<file path="config.mk">
export PLATFORM = sky130hd
export DESIGN_NAME = path_history_ctrl
export DESIGN_NICKNAME = d
export VERILOG_FILES = /design/src/rtl/bp_pkg.sv /design/src/rtl/ph_checkpoint_fifo.sv /design/src/rtl/path_history_ctrl.sv
export SDC_FILE = /design/constraint.sdc
export NUM_CORES = 1
export LEC_CHECK = 0
export ABC_AREA = 0
export BUFFER_PORTS_ARGS = -buffer_cell sky130_fd_sc_hd__buf_4
export CAP_MARGIN = 20
export CORE_AREA = 2 2 136 138
export DETAILED_ROUTE_END_ITERATION = 10
export DIE_AREA = 0 0 138 140
export PLACE_DENSITY_LB_ADDON = 0.3
export SLEW_MARGIN = 5
export SYNTH_ARGS = -nofsm -noshare
export SYNTH_HDL_FRONTEND = slang
export SYNTH_SLANG_ARGS = --single-unit
</file>
<file path="constraint.sdc">
create_clock -name clock -period 6.6 [get_ports clock]
set_clock_uncertainty 0.1 [all_clocks]
set_input_delay 1.32 -clock clock [delete_from_list [all_inputs] [get_ports clock]]
set_output_delay 1.32 -clock clock [all_outputs]
set_load 0.03 [all_outputs]
</file>
<file path="src/rtl/bp_pkg.sv">
// Shared types for the branch predictor path-history logic.
package bp_pkg;

  localparam int HIST_W = 12;

  typedef logic [HIST_W-1:0] ph_t;

  typedef enum logic {
    RUN     = 1'b0,
    RECOVER = 1'b1
  } phc_state_e;

endpackage : bp_pkg

</file>
<file path="src/rtl/ph_checkpoint_fifo.sv">
// In-order FIFO of pre-shift path-history checkpoints, one per in-flight branch.
// Flush takes priority over push and pop and empties the FIFO in one cycle.
module ph_checkpoint_fifo #(
  parameter int HIST_W = 12,
  parameter int DEPTH  = 8,
  localparam int PTR_W = $clog2(DEPTH)
) (
  input  logic              clock,
  input  logic              reset,
  input  logic              push,
  input  logic [HIST_W-1:0] push_data,
  input  logic              pop,
  input  logic              flush,
  output logic [HIST_W-1:1] head_upper,
  output logic [PTR_W-1:0]  tail_idx,
  output logic [PTR_W:0]    occupancy
);

  logic [HIST_W-1:0] mem_q [DEPTH];
  logic [HIST_W-1:0] mem_d [DEPTH];
  logic [PTR_W-1:0]  head_q, head_d;
  logic [PTR_W-1:0]  tail_q, tail_d;
  logic [PTR_W:0]    occ_q, occ_d;

  // Only the upper bits of the oldest checkpoint matter for recovery.
  assign head_upper = mem_q[head_q][HIST_W-1:1];
  assign tail_idx   = tail_q;
  assign occupancy  = occ_q;

  // Next-state for storage and pointers; pointers wrap naturally at DEPTH.
  always_comb begin
    mem_d  = mem_q;
    head_d = head_q;
    tail_d = tail_q;
    occ_d  = occ_q;
    if (flush) begin
      head_d = '0;
      tail_d = '0;
      occ_d  = '0;
    end else begin
      if (push) begin
        mem_d[tail_q] = push_data;
        tail_d        = tail_q + PTR_W'(1);
      end
      if (pop) begin
        head_d = head_q + PTR_W'(1);
      end
      occ_d = occ_q + (PTR_W+1)'(push) - (PTR_W+1)'(pop);
    end
  end

  // Storage and pointer registers.
  always_ff @(posedge clock or posedge reset) begin
    if (reset) begin
      for (int i = 0; i < DEPTH; i++) begin
        mem_q[i] <= '0;
      end
      head_q <= '0;
      tail_q <= '0;
      occ_q  <= '0;
    end else begin
      for (int i = 0; i < DEPTH; i++) begin
        mem_q[i] <= mem_d[i];
      end
      head_q <= head_d;
      tail_q <= tail_d;
      occ_q  <= occ_d;
    end
  end

endmodule : ph_checkpoint_fifo

</file>
<file path="src/rtl/path_history_ctrl.sv">
// Sequencer for the speculative path-history register: shifts on each accepted
// prediction, checkpoints the pre-shift value, and on a mispredicting in-order
// resolve reloads the register from the corrected checkpoint one cycle later.
module path_history_ctrl #(
  parameter int HIST_W = bp_pkg::HIST_W,
  parameter int DEPTH  = 8,
  localparam int PTR_W = $clog2(DEPTH)
) (
  input  logic              clock,
  input  logic              reset,
  input  logic              pred_valid,
  input  logic              pred_taken,
  output logic              pred_ready,
  output logic [PTR_W-1:0]  pred_tag,
  input  logic              resolve_valid,
  input  logic              resolve_taken,
  input  logic              resolve_mispredict,
  output logic              resolve_ready,
  input  logic [HIST_W-1:0] ph_cur,
  output logic              ph_shift,
  output logic              ph_bit,
  output logic              ph_load,
  output logic [HIST_W-1:0] ph_load_val,
  output logic [PTR_W:0]    occupancy,
  output logic              err_underflow
);

  import bp_pkg::*;

  phc_state_e        state_q, state_d;
  logic              ph_load_q, ph_load_d;
  logic [HIST_W-1:0] ph_load_val_q, ph_load_val_d;
  logic              err_underflow_q, err_underflow_d;

  logic              fifo_empty;
  logic              fifo_full;
  logic              pred_acc;
  logic              res_acc;
  logic              res_mispredict;
  logic              res_correct;
  logic              fifo_push;
  logic              fifo_pop;
  logic              fifo_flush;
  logic [HIST_W-1:1] head_upper;

  ph_checkpoint_fifo #(
    .HIST_W (HIST_W),
    .DEPTH  (DEPTH)
  ) u_fifo (
    .clock      (clock),
    .reset      (reset),
    .push       (fifo_push),
    .push_data  (ph_cur),
    .pop        (fifo_pop),
    .flush      (fifo_flush),
    .head_upper (head_upper),
    .tail_idx   (pred_tag),
    .occupancy  (occupancy)
  );

  // Handshakes and event decode; a mispredict outranks a same-cycle prediction,
  // and a resolve on an empty FIFO neither pops nor recovers.
  always_comb begin
    fifo_empty     = (occupancy == '0);
    fifo_full      = (occupancy == (PTR_W+1)'(DEPTH));
    pred_ready     = (state_q == RUN) && !fifo_full;
    resolve_ready  = (state_q == RUN);
    pred_acc       = pred_valid && pred_ready;
    res_acc        = resolve_valid && resolve_ready;
    res_mispredict = res_acc && !fifo_empty && resolve_mispredict;
    res_correct    = res_acc && !fifo_empty && !resolve_mispredict;
    fifo_push      = pred_acc && !res_mispredict;
    fifo_pop       = res_correct;
    fifo_flush     = res_mispredict;
    ph_shift       = fifo_push;
    ph_bit         = pred_taken;
  end

  // FSM next state, recovery value and sticky underflow flag.
  always_comb begin
    state_d         = state_q;
    ph_load_d       = 1'b0;
    ph_load_val_d   = ph_load_val_q;
    err_underflow_d = err_underflow_q | (res_acc && fifo_empty);
    case (state_q)
      RUN: begin
        if (res_mispredict) begin
          state_d       = RECOVER;
          ph_load_d     = 1'b1;
          ph_load_val_d = {resolve_taken, head_upper};
        end
      end
      RECOVER: begin
        state_d = RUN;
      end
      default: begin
        state_d = RUN;
      end
    endcase
  end

  // FSM state and registered recovery outputs.
  always_ff @(posedge clock or posedge reset) begin
    if (reset) begin
      state_q         <= RUN;
      ph_load_q       <= 1'b0;
      ph_load_val_q   <= '0;
      err_underflow_q <= 1'b0;
    end else begin
      state_q         <= state_d;
      ph_load_q       <= ph_load_d;
      ph_load_val_q   <= ph_load_val_d;
      err_underflow_q <= err_underflow_d;
    end
  end

  assign ph_load       = ph_load_q;
  assign ph_load_val   = ph_load_val_q;
  assign err_underflow = err_underflow_q;

endmodule : path_history_ctrl

</file>
==> flow_metrics.tcl <==
set metrics [dict create \
    diodes 0 \
    postCtsHoldBufs 0 \
    cp-end-kind "output pin" \
    final.setup.tns_ps 0 \
    synth_ff_type "dfrtp_1" \
    via_per_inst 4.88 \
    drtIter0Drc 171 \
    postLayoutCellArea_mm2 0.00608 \
    p_leak_nw 2.74 \
    yosysWarnings 0 \
    synth-edff-count 0 \
    die_h_um 140 \
    cts.reportedPaths.clkPinSlew_ps 70 \
    gp_congestion 0.693 \
    synth-seq-area-share_pct 52.9 \
    slew_viol_final 0 \
    synthDominantCellAreaShare_pct 52.9 \
    dp_cells 644 \
    hold_ws_ps 384 \
    clockBufferDepth 2 \
    ir_drop_uv 218 \
    place_ws_ps 2910 \
    hp-class "reg -> reg" \
    post_cts_buffers 0 \
    synth_area_leaders "dfrtp_1 (53%), mux2_2 (16%), mux2i_1 (8.5%), a22oi_1 (3.1%), mux2_4 (2.8%)" \
    critPathArrivalTime_ps 2240 \
    postSynthCellCount 393 \
    rows 49 \
    syn_nets 421 \
    critPathKind "in -> out" \
    powerDensity_mw_per_mm2 473 \
    drtAntennaViolNets 0 \
    routedWlPerCell_um 17.9 \
    fin_nets 454 \
    clock-sinks 112 \
    antenna_found_initial 0 \
    hpwl_um 7120 \
    grt_max_degree 69 \
    rsz0062_at_grt "false" \
    cts_buffers 9 \
    vias 3220 \
    drc 0 \
    status "finished clean" \
    grt_pass1_vias 3324 \
    cts_tree "yes" \
    maxSlewHeadroom_pct 24.4 \
    initial_utilization_pct 29.8 \
    grt_pass1_wl_um 19000 \
    crit_path_max_fanout 4 \
    post-route-period-util_pct 55.4 \
    fin_total_pwr_mw 2.88 \
    synth_cell_type_count 39 \
    htreeDepth 3 \
    fin_util_pct 34.2 \
    start_kind "primary input" \
    cts_root_buffer "clkbuf_16" \
    dieWidth_um 138 \
    dieArea_mm2 0.0193 \
    avgSynthCellArea_um2 13.5 \
    synth_area_leader_cell "dfrtp_1" \
    mostFrequentLayoutCells "dfrtp_1 (111), mux2_2 (76), mux2i_1 (45), buf_4 (44), nand2_1 (28)" \
    wirelength_um 11800 \
    async_flop_share_pct 100 \
    ios 44 \
    layout-drive-gt1-share_pct 36.4 \
    maxCapViolCount 0 \
    fin_cells 660 \
    fin_crit_ps 3660 \
    worstMarginPinSlew_ps 1130 \
    layout_commonest_cell "dfrtp_1" \
    area_growth_pct 14.7 \
    core_mm2 0.0178 \
    hold_violations 0 \
    synth_seq_cells 112 \
    io_buffers 40 \
    max_clock_freq_ghz 0.273 \
    insertion_delay_ps 360 \
    placed_area_mm2 0.00579 \
    setup_slack_ps 2940 \
    grt_overflow 0 \
    setup_viol_count_final 0 \
    crit_required_ps 5180 \
    rrSetupSlack_ps 3560 \
    post_cts_resized 0 \
    grt_usage_pct 12.7 \
    first_pass_iters 4 \
    syn_area_mm2 0.00530 \
]
[metal layers]
layer  vias to the layer above  part of all wire (%)  global-route usage (%)
li1                       1468                     -                       -
met1                      1672                    46                    16.9
met5                         -                     0                       0
met4                         0                   2.2                    5.53
met3                        13                   4.4                    2.43
met2                        67                    47                    20.3
[path summary, 6_finish.rpt]
kind                                           from                  to  cells after the start
worst max-delay path                     pred_valid            ph_shift                      5
worst min register to register       ph_load_val[1]      ph_load_val[1]                      2
worst min-delay path                 ph_load_val[1]      ph_load_val[1]                      2
worst max register to register  u_fifo.occupancy[2]    u_fifo.mem_q[15]                      7
max in group asynchronous                     reset    u_fifo.head_q[0]                      3
min in group asynchronous                     reset  u_fifo.tail_idx[0]                      2
[critical path, cell delays in order]
cell	delay, ps
buf_4	70
nor2b_1	250
and2_1	250
and2_1	180
buf_4	170
[cells by family (layout without fill, tap and decap cells)]
family | count (synthesis) | in the layout | synth area share, %
AOI/OAI and AO/OA | 28 | 28 | 3.78
xor gates and xnor gates | 4 | 4 | 0.661
adders and majority gates | 9 | 9 | 2.27
buffers and inverters | 32 | 70 | 3.42
DFF | 112 | 112 | 52.9
muxes | 134 | 134 | 28.1
and+or+nand+nor | 74 | 74 | 8.92
[cells in the mapped netlist, types with 2 or more instances]
master,n
a22oi_1,22
and2_1,6
and3b_1,2
buf_2,9
buf_4,3
buf_6,3
clkbuf_1,6
dfrtp_1,112
ha_1,8
inv_1,8
mux2_1,3
mux2_2,76
mux2_4,10
mux2i_1,45
nand2_1,28
nand2b_1,2
nand3_1,13
nand4b_1,2
nor2_1,7
nor2b_1,3
nor4b_4,3
o21ai_0,3
xnor2_1,3
[layout make-up]
cell class / count / area (µm²)
fill: 1767 / 11700
sequential: 112 / 2800
multi-input combinational: 249 / 2320
timing repair buffer: 45 / 342
tap: 229 / 287
clock buffer: 10 / 229
clock inverter: 6 / 60.1
inverter: 9 / 41.3
[flip-flops by register name, indices dropped and copies added (netlist names)]
name              flops
u_fifo.mem_q         88
ph_load_val          12
u_fifo.occupancy      4
u_fifo.head_q         3
u_fifo.tail_idx       3
err_underflow         1
ph_load               1
[report_power, final]
group,switching (mW),internal (mW)
clock network,0.253,0.293
logic,0.593,0.576
registers,0.178,0.984
total,1.02,1.85
Power figures use the tool's default switching activity.
